**src/rtl/i2c_slave.sv**
```systemverilog
// I2C target with a small byte-wide register bank. SCL/SDA are oversampled on
// clk; SDA is driven open-drain through sda_oe and SCL is never stretched.
module i2c_slave #(
  parameter logic [6:0] SLAVE_ADDR  = 7'h50,
  parameter int         NREGS       = 4,
  parameter int         SYNC_STAGES = 2
) (
  input  logic                     clk,
  input  logic                     reset,
  input  logic                     scl_in,
  input  logic                     sda_in,
  output logic                     sda_oe,
  output logic [8*NREGS-1:0]       regs_out,
  output logic                     wr_strobe,
  output logic [$clog2(NREGS)-1:0] wr_index,
  output logic                     busy
);

  localparam int PW = $clog2(NREGS);

  typedef enum logic [2:0] {
    S_IDLE, S_ADDR, S_ACK, S_PTR, S_WDATA, S_RDATA, S_WAIT
  } state_t;

  state_t                 r_state;
  state_t                 r_ack_next;
  logic [SYNC_STAGES-1:0] r_scl_sync;
  logic [SYNC_STAGES-1:0] r_sda_sync;
  logic                   r_scl_d;
  logic                   r_sda_d;
  logic [7:0]             r_shift;
  logic [3:0]             r_bitcnt;
  logic                   r_nack;
  logic                   r_commit;
  logic [PW-1:0]          r_ptr;
  logic [7:0]             r_regs [NREGS];
  logic                   r_sda_oe;
  logic                   r_wr_strobe;
  logic [PW-1:0]          r_wr_index;
  logic                   r_busy;

  logic       w_scl;
  logic       w_sda;
  logic       w_scl_rise;
  logic       w_scl_fall;
  logic       w_start;
  logic       w_stop;
  logic [7:0] w_byte;
  logic [7:0] w_rd_byte;

  assign w_scl      = r_scl_sync[SYNC_STAGES-1];
  assign w_sda      = r_sda_sync[SYNC_STAGES-1];
  assign w_scl_rise = w_scl & ~r_scl_d;
  assign w_scl_fall = ~w_scl & r_scl_d;
  assign w_start    = w_scl & r_scl_d & r_sda_d & ~w_sda;
  assign w_stop     = w_scl & r_scl_d & ~r_sda_d & w_sda;
  assign w_byte     = {r_shift[6:0], w_sda};
  assign w_rd_byte  = r_regs[r_ptr];

  assign sda_oe    = r_sda_oe;
  assign wr_strobe = r_wr_strobe;
  assign wr_index  = r_wr_index;
  assign busy      = r_busy;

  for (genvar g = 0; g < NREGS; g++) begin : g_regs_out
    assign regs_out[8*g +: 8] = r_regs[g];
  end

  // Synchronizers plus one registered copy for edge detection; idle bus is high.
  always_ff @(posedge clk or negedge reset) begin
    if (!reset) begin
      r_scl_sync <= '1;
      r_sda_sync <= '1;
      r_scl_d    <= 1'b1;
      r_sda_d    <= 1'b1;
    end else begin
      r_scl_sync[0] <= scl_in;
      r_sda_sync[0] <= sda_in;
      for (int i = 1; i < SYNC_STAGES; i++) begin
        r_scl_sync[i] <= r_scl_sync[i-1];
        r_sda_sync[i] <= r_sda_sync[i-1];
      end
      r_scl_d <= w_scl;
      r_sda_d <= w_sda;
    end
  end

  always_ff @(posedge clk or negedge reset) begin
    if (!reset) begin
      r_state     <= S_IDLE;
      r_ack_next  <= S_IDLE;
      r_shift     <= '0;
      r_bitcnt    <= '0;
      r_nack      <= 1'b0;
      r_commit    <= 1'b0;
      r_ptr       <= '0;
      r_sda_oe    <= 1'b0;
      r_wr_strobe <= 1'b0;
      r_wr_index  <= '0;
      r_busy      <= 1'b0;
      for (int i = 0; i < NREGS; i++) r_regs[i] <= '0;
    end else begin
      r_wr_strobe <= 1'b0;
      r_commit    <= 1'b0;
      // A completed write byte lands one clk after its 8th SCL rise.
      if (r_commit) begin
        r_regs[r_ptr] <= r_shift;
        r_wr_strobe   <= 1'b1;
        r_wr_index    <= r_ptr;
        r_ptr         <= r_ptr + PW'(1);
      end
      if (w_start) begin
        r_state  <= S_ADDR;
        r_bitcnt <= '0;
        r_sda_oe <= 1'b0;
      end else if (w_stop) begin
        r_state  <= S_IDLE;
        r_sda_oe <= 1'b0;
        r_busy   <= 1'b0;
      end else begin
        case (r_state)
          S_ADDR, S_PTR, S_WDATA: begin
            if (w_scl_rise) begin
              r_shift  <= w_byte;
              r_bitcnt <= r_bitcnt + 4'd1;
              if (r_bitcnt == 4'd7) begin
                r_bitcnt <= '0;
                case (r_state)
                  S_ADDR: begin
                    if (w_byte[7:1] == SLAVE_ADDR) begin
                      r_busy     <= 1'b1;
                      r_state    <= S_ACK;
                      r_ack_next <= w_byte[0] ? S_RDATA : S_PTR;
                    end else begin
                      r_busy  <= 1'b0;
                      r_state <= S_IDLE;
                    end
                  end
                  S_PTR: begin
                    r_ptr      <= w_byte[PW-1:0];
                    r_state    <= S_ACK;
                    r_ack_next <= S_WDATA;
                  end
                  default: begin
                    r_commit   <= 1'b1;
                    r_state    <= S_ACK;
                    r_ack_next <= S_WDATA;
                  end
                endcase
              end
            end
          end
          // First fall after the byte pulls SDA low, the second one ends the ACK.
          S_ACK: begin
            if (w_scl_fall) begin
              if (!r_sda_oe) begin
                r_sda_oe <= 1'b1;
              end else if (r_ack_next == S_RDATA) begin
                r_shift  <= w_rd_byte;
                r_sda_oe <= ~w_rd_byte[7];
                r_ptr    <= r_ptr + PW'(1);
                r_bitcnt <= '0;
                r_state  <= S_RDATA;
              end else begin
                r_sda_oe <= 1'b0;
                r_state  <= r_ack_next;
              end
            end
          end
          S_RDATA: begin
            if (w_scl_rise) begin
              if (r_bitcnt == 4'd8) begin
                r_nack   <= w_sda;
                r_bitcnt <= 4'd9;
              end else begin
                r_bitcnt <= r_bitcnt + 4'd1;
              end
            end else if (w_scl_fall) begin
              if (r_bitcnt == 4'd9) begin
                if (r_nack) begin
                  r_sda_oe <= 1'b0;
                  r_state  <= S_WAIT;
                end else begin
                  r_shift  <= w_rd_byte;
                  r_sda_oe <= ~w_rd_byte[7];
                  r_ptr    <= r_ptr + PW'(1);
                  r_bitcnt <= '0;
                end
              end else if (r_bitcnt == 4'd8) begin
                r_sda_oe <= 1'b0;
              end else if (r_bitcnt != 4'd0) begin
                r_shift  <= {r_shift[6:0], 1'b0};
                r_sda_oe <= ~r_shift[6];
              end
            end
          end
          default: r_sda_oe <= 1'b0;
        endcase
      end
    end
  end

endmodule

```
**config.mk**
```make
export PLATFORM = sky130hd
export DESIGN_NAME = i2c_slave
export DESIGN_NICKNAME = d
export VERILOG_FILES = /design/src/rtl/i2c_slave.sv
export SDC_FILE = /design/constraint.sdc
export NUM_CORES = 1
export LEC_CHECK = 0
export ABC_AREA = 1
export BUFFER_PORTS_ARGS = -buffer_cell sky130_fd_sc_hd__buf_2
export CAP_MARGIN = 20
export CORE_AREA = 2 2 82 84
export DETAILED_ROUTE_END_ITERATION = 10
export DIE_AREA = 0 0 84 86
export GPL_ROUTABILITY_DRIVEN = 0
export PLACE_DENSITY = 0.77
export SYNTH_ARGS = -nofsm -noshare
export SYNTH_HDL_FRONTEND = slang
export SYNTH_SLANG_ARGS = --single-unit
```
**constraint.sdc**
```tcl
create_clock -name clk -period 2.05 [get_ports clk]
set_clock_uncertainty 0.1 [all_clocks]
set_input_delay 0.41 -clock clk [delete_from_list [all_inputs] [get_ports clk]]
set_output_delay 0.41 -clock clk [all_outputs]
set_load 0.05 [all_outputs]
```
==> impl_metrics.yaml <==
worst_setup_path:
  crit_fanout: 5
  path_cells: "inv_1 > ha_1 > nor2_1 > inv_1 > o21ai_0 > nand2_1 > nand3b_1 > nand2_1 > inv_1"
  cp.arrival_ns: 2.05
  worstSetupPathType: "reg -> reg"
  crit_cells: 9
  cp_top_family: "simple AND/OR/NAND/NOR gates"
  cp.buffers_inverters: 3
  cp.required_ns: 2.19
  cp-start-kind: "flip-flop"
  cpPeakStageDelay_ns: 0.56
  cp_slowest_cell: "dfstp_2"
  crit_path_end_kind: "flip-flop"
  reg2reg_depth: 9
  cp_common_cell: "inv_1"
global_route:
  grtUsageTotal_pct: 25.6
  antenna_found_initial: 0
  grt_max_degree: 26
  grt_pass1_vias: 3096
  grt_overflow: 0
  grt_pass1_wl_mm: 14.6
sta:
  max_freq_mhz: 525
  slew_viol_final: 0
  worst_pin_slew_ns: 0.654
  final-hold-violation-count: 0
  finalSetupViolCount: 0
  grt_setup_unrepaired: "no"
  slew_headroom_pct: 56.4
  period_share_pct: 93.0
  tns_ns: 0
  hold_ws_ns: 0.0585
  fin_crit_ns: 1.91
yosys:
  yosys_warnings: 0
  synth_area_mm2: 0.00354
  synth-seq-cells: 65
  ys_seq_area_share_pct: 46.1
  syn-num-nets: 469
  synth_cell_types: 33
  synth.avg_cell_area_um2: 7.78
  postSynthCellCount: 455
floorplanning:
  die_h_um: 86
  io_pins: 41
  start_util_pct: 56.4
  core-area_mm2: 0.00628
  rows: 29
  die-area_mm2: 0.00722
  die_w_um: 84
route:
  drt_pass1_iterations: 5
  via_per_inst: 5.55
  finalWirelength_mm: 8.65
  wl_per_cell_um: 14.8
  drc: 0
  via_count: 3245
  antenna_left: 0
  drt-initial-drc-count: 344
pwr:
  powerDensity_mw_per_mm2: 945
  p_leak_nw: 2.08
  peakVddDrop_mv: 0.625
clock_network:
  path_clk_slew_ns: 0.07
  clock_sinks: 65
  cts_buffers: 9
  cts_tree: "yes"
  insertion_delay_ns: 0.35
  postCtsSetupRepairBufs: 0
  cts_buffer_depth: 2
  htreeDepth: 3
  cts.root.buffer_cell: "clkbuf_8"
place:
  post_dp_cell_area_mm2: 0.00386
  dp_hpwl_mm: 6.18
  port_buffers: 40
flow_run:
  drv_cap: 0
cells_and_area:
  fin_nets: 517
  postLayoutCellArea_mm2: 0.00410
  fillers: 548
  diodes: 0
  drive_above_1_share_pct: 21.5
  syn_to_final_growth_pct: 15.7
hold_path:
  hold_class: "in -> reg"
  worstHoldPathCells: 1
run_status:
  outcome: "finished, final reports clean"
==> metrics by stage <==
stage               power, mW  cells  worst slack (ns)  utilization, %
floorplan                2.50    455             0.231               -
finish                   3.87    585             0.144            65.3
detailed placement       2.75    568           0.00199            61.6
CTS                      3.85    585            0.0745            65.0
global route             4.13    585           0.00100            65.3
global placement         2.71    568             0.124            61.6
==> sequential cells by signal, indices dropped and copies added, names as in the netlist, 2 cells and up <==
register and cells:
r_state 3, wr_index 2, r_bitcnt 4, r_sda_sync 2
r_ack_next 3, r_shift 8, r_scl_sync 2, r_ptr 2
regs_out 32
==> cells by family after synthesis <==
kind of cell	after synthesis	share of synthesized area [%]
compound gates	72	11.0
xor+xnor	3	0.742
fa+ha+maj	10	3.53
buf+inv	56	6.61
flops	65	46.1
mux	1	0.318
simple gates	248	31.7
==> per-layer routing <==
| metal | global-route usage (%) | up-vias | routed length, µm |
|---|---|---|---|
| li1 | - | 1561 | - |
| met1 | 35.5 | 1526 | 3880 |
| met2 | 39.7 | 140 | 4040 |
| met3 | 3.66 | 18 | 530 |
| met4 | 12.8 | 0 | 202 |
| met5 | 0 | - | 0 |
==> synthesized netlist by cell type <==
library cell	number	area (µm²)
nand2_2	6	37.5
nor3_1	3	15.0
nand3_1	35	175
nand2_1	149	559
nor2_2	4	25.0
clkinv_1	1	3.75
nor2_4	2	22.5
and2_1	2	12.5
nand3_2	3	30.0
dfrtp_1	59	1480
ha_1	10	125
o21a_1	1	7.51
o21ai_2	6	52.6
and3_1	1	6.26
nand4_1	9	56.3
inv_1	33	124
buf_6	2	22.5
clkbuf_1	6	22.5
buf_1	1	3.75
inv_4	1	6.26
mux2_2	1	11.3
nand3_4	1	17.5
inv_2	7	26.3
buf_2	5	25.0
dfstp_2	6	158
nor2_1	26	97.6
o21ai_1	5	25.0
a31oi_1	2	12.5
a21oi_1	8	40.0
nand2_4	4	45.0
nand3b_1	3	22.5
xor2_1	3	26.3
o21ai_0	50	250
==> where the power goes <==
| part | switching (mW) | leakage [nW] | internal [mW] |
|---|---|---|---|
| combinational | 0.853 | 1.11 | 0.381 |
| clock | 0.506 | 0.0953 | 0.591 |
| sequential | 0.141 | 0.874 | 1.40 |
| total | 1.50 | 2.08 | 2.37 |
==> layout make-up <==
type                       instances  area [µm²]  area share (%)
sequential                        65        1630            39.9
multi-input combinational        334        1700            41.5
clock buffer                      11         141            3.45
clock inverter                     5        55.1            1.34
timing repair buffer              51         310            7.57
tap                               77        96.3            2.35
inverter                          42         160            3.91
==> path summary, 6_finish.rpt <==
path / from / slack (ns) / to
setup / recovery: r_scl_d / 0.14 / sda_oe
hold / removal: sda_in / 0.06 / r_sda_sync[0]
setup reg to reg: r_scl_d / 0.14 / sda_oe
hold reg to reg: r_sda_sync[0] / 0.26 / r_sda_sync[1]
max in group asynchronous: reset / 0.70 / r_scl_sync[1]
min in group asynchronous: reset / 0.51 / regs_out[12]
==> placed cells by master (no fill, tap or decap), types with 3 or more instances in the layout <==
cell | netlist | final
a21oi_1 | 8 | 8
buf_2 | 5 | 40
buf_4 | 0 | 8
clkbuf_8 | 0 | 10
dfrtp_1 | 59 | 59
dfstp_2 | 6 | 6
ha_1 | 10 | 9
inv_1 | 33 | 33
inv_2 | 7 | 7
nand2_1 | 149 | 149
nand2_2 | 6 | 6
nand2_4 | 4 | 4
nand3_1 | 35 | 34
nand3_2 | 3 | 3
nand3b_1 | 3 | 3
nand4_1 | 9 | 9
nor2_1 | 26 | 25
nor2_2 | 4 | 3
nor2_4 | 2 | 4
nor3_1 | 3 | 3
o21ai_0 | 50 | 50
o21ai_1 | 5 | 5
o21ai_2 | 6 | 6
xor2_1 | 3 | 3
==> what timing repair did <==
action / 4_1_cts / 5_1_grt
hold endpoints to repair: 17 / 0
endpoints found under the setup margin: 4 / 11
hold buffers: 1 / 0
pin swaps: 0 / 1
gates resized for setup: 1 / 5
Note: power is estimated with default switching activity, not from simulation.
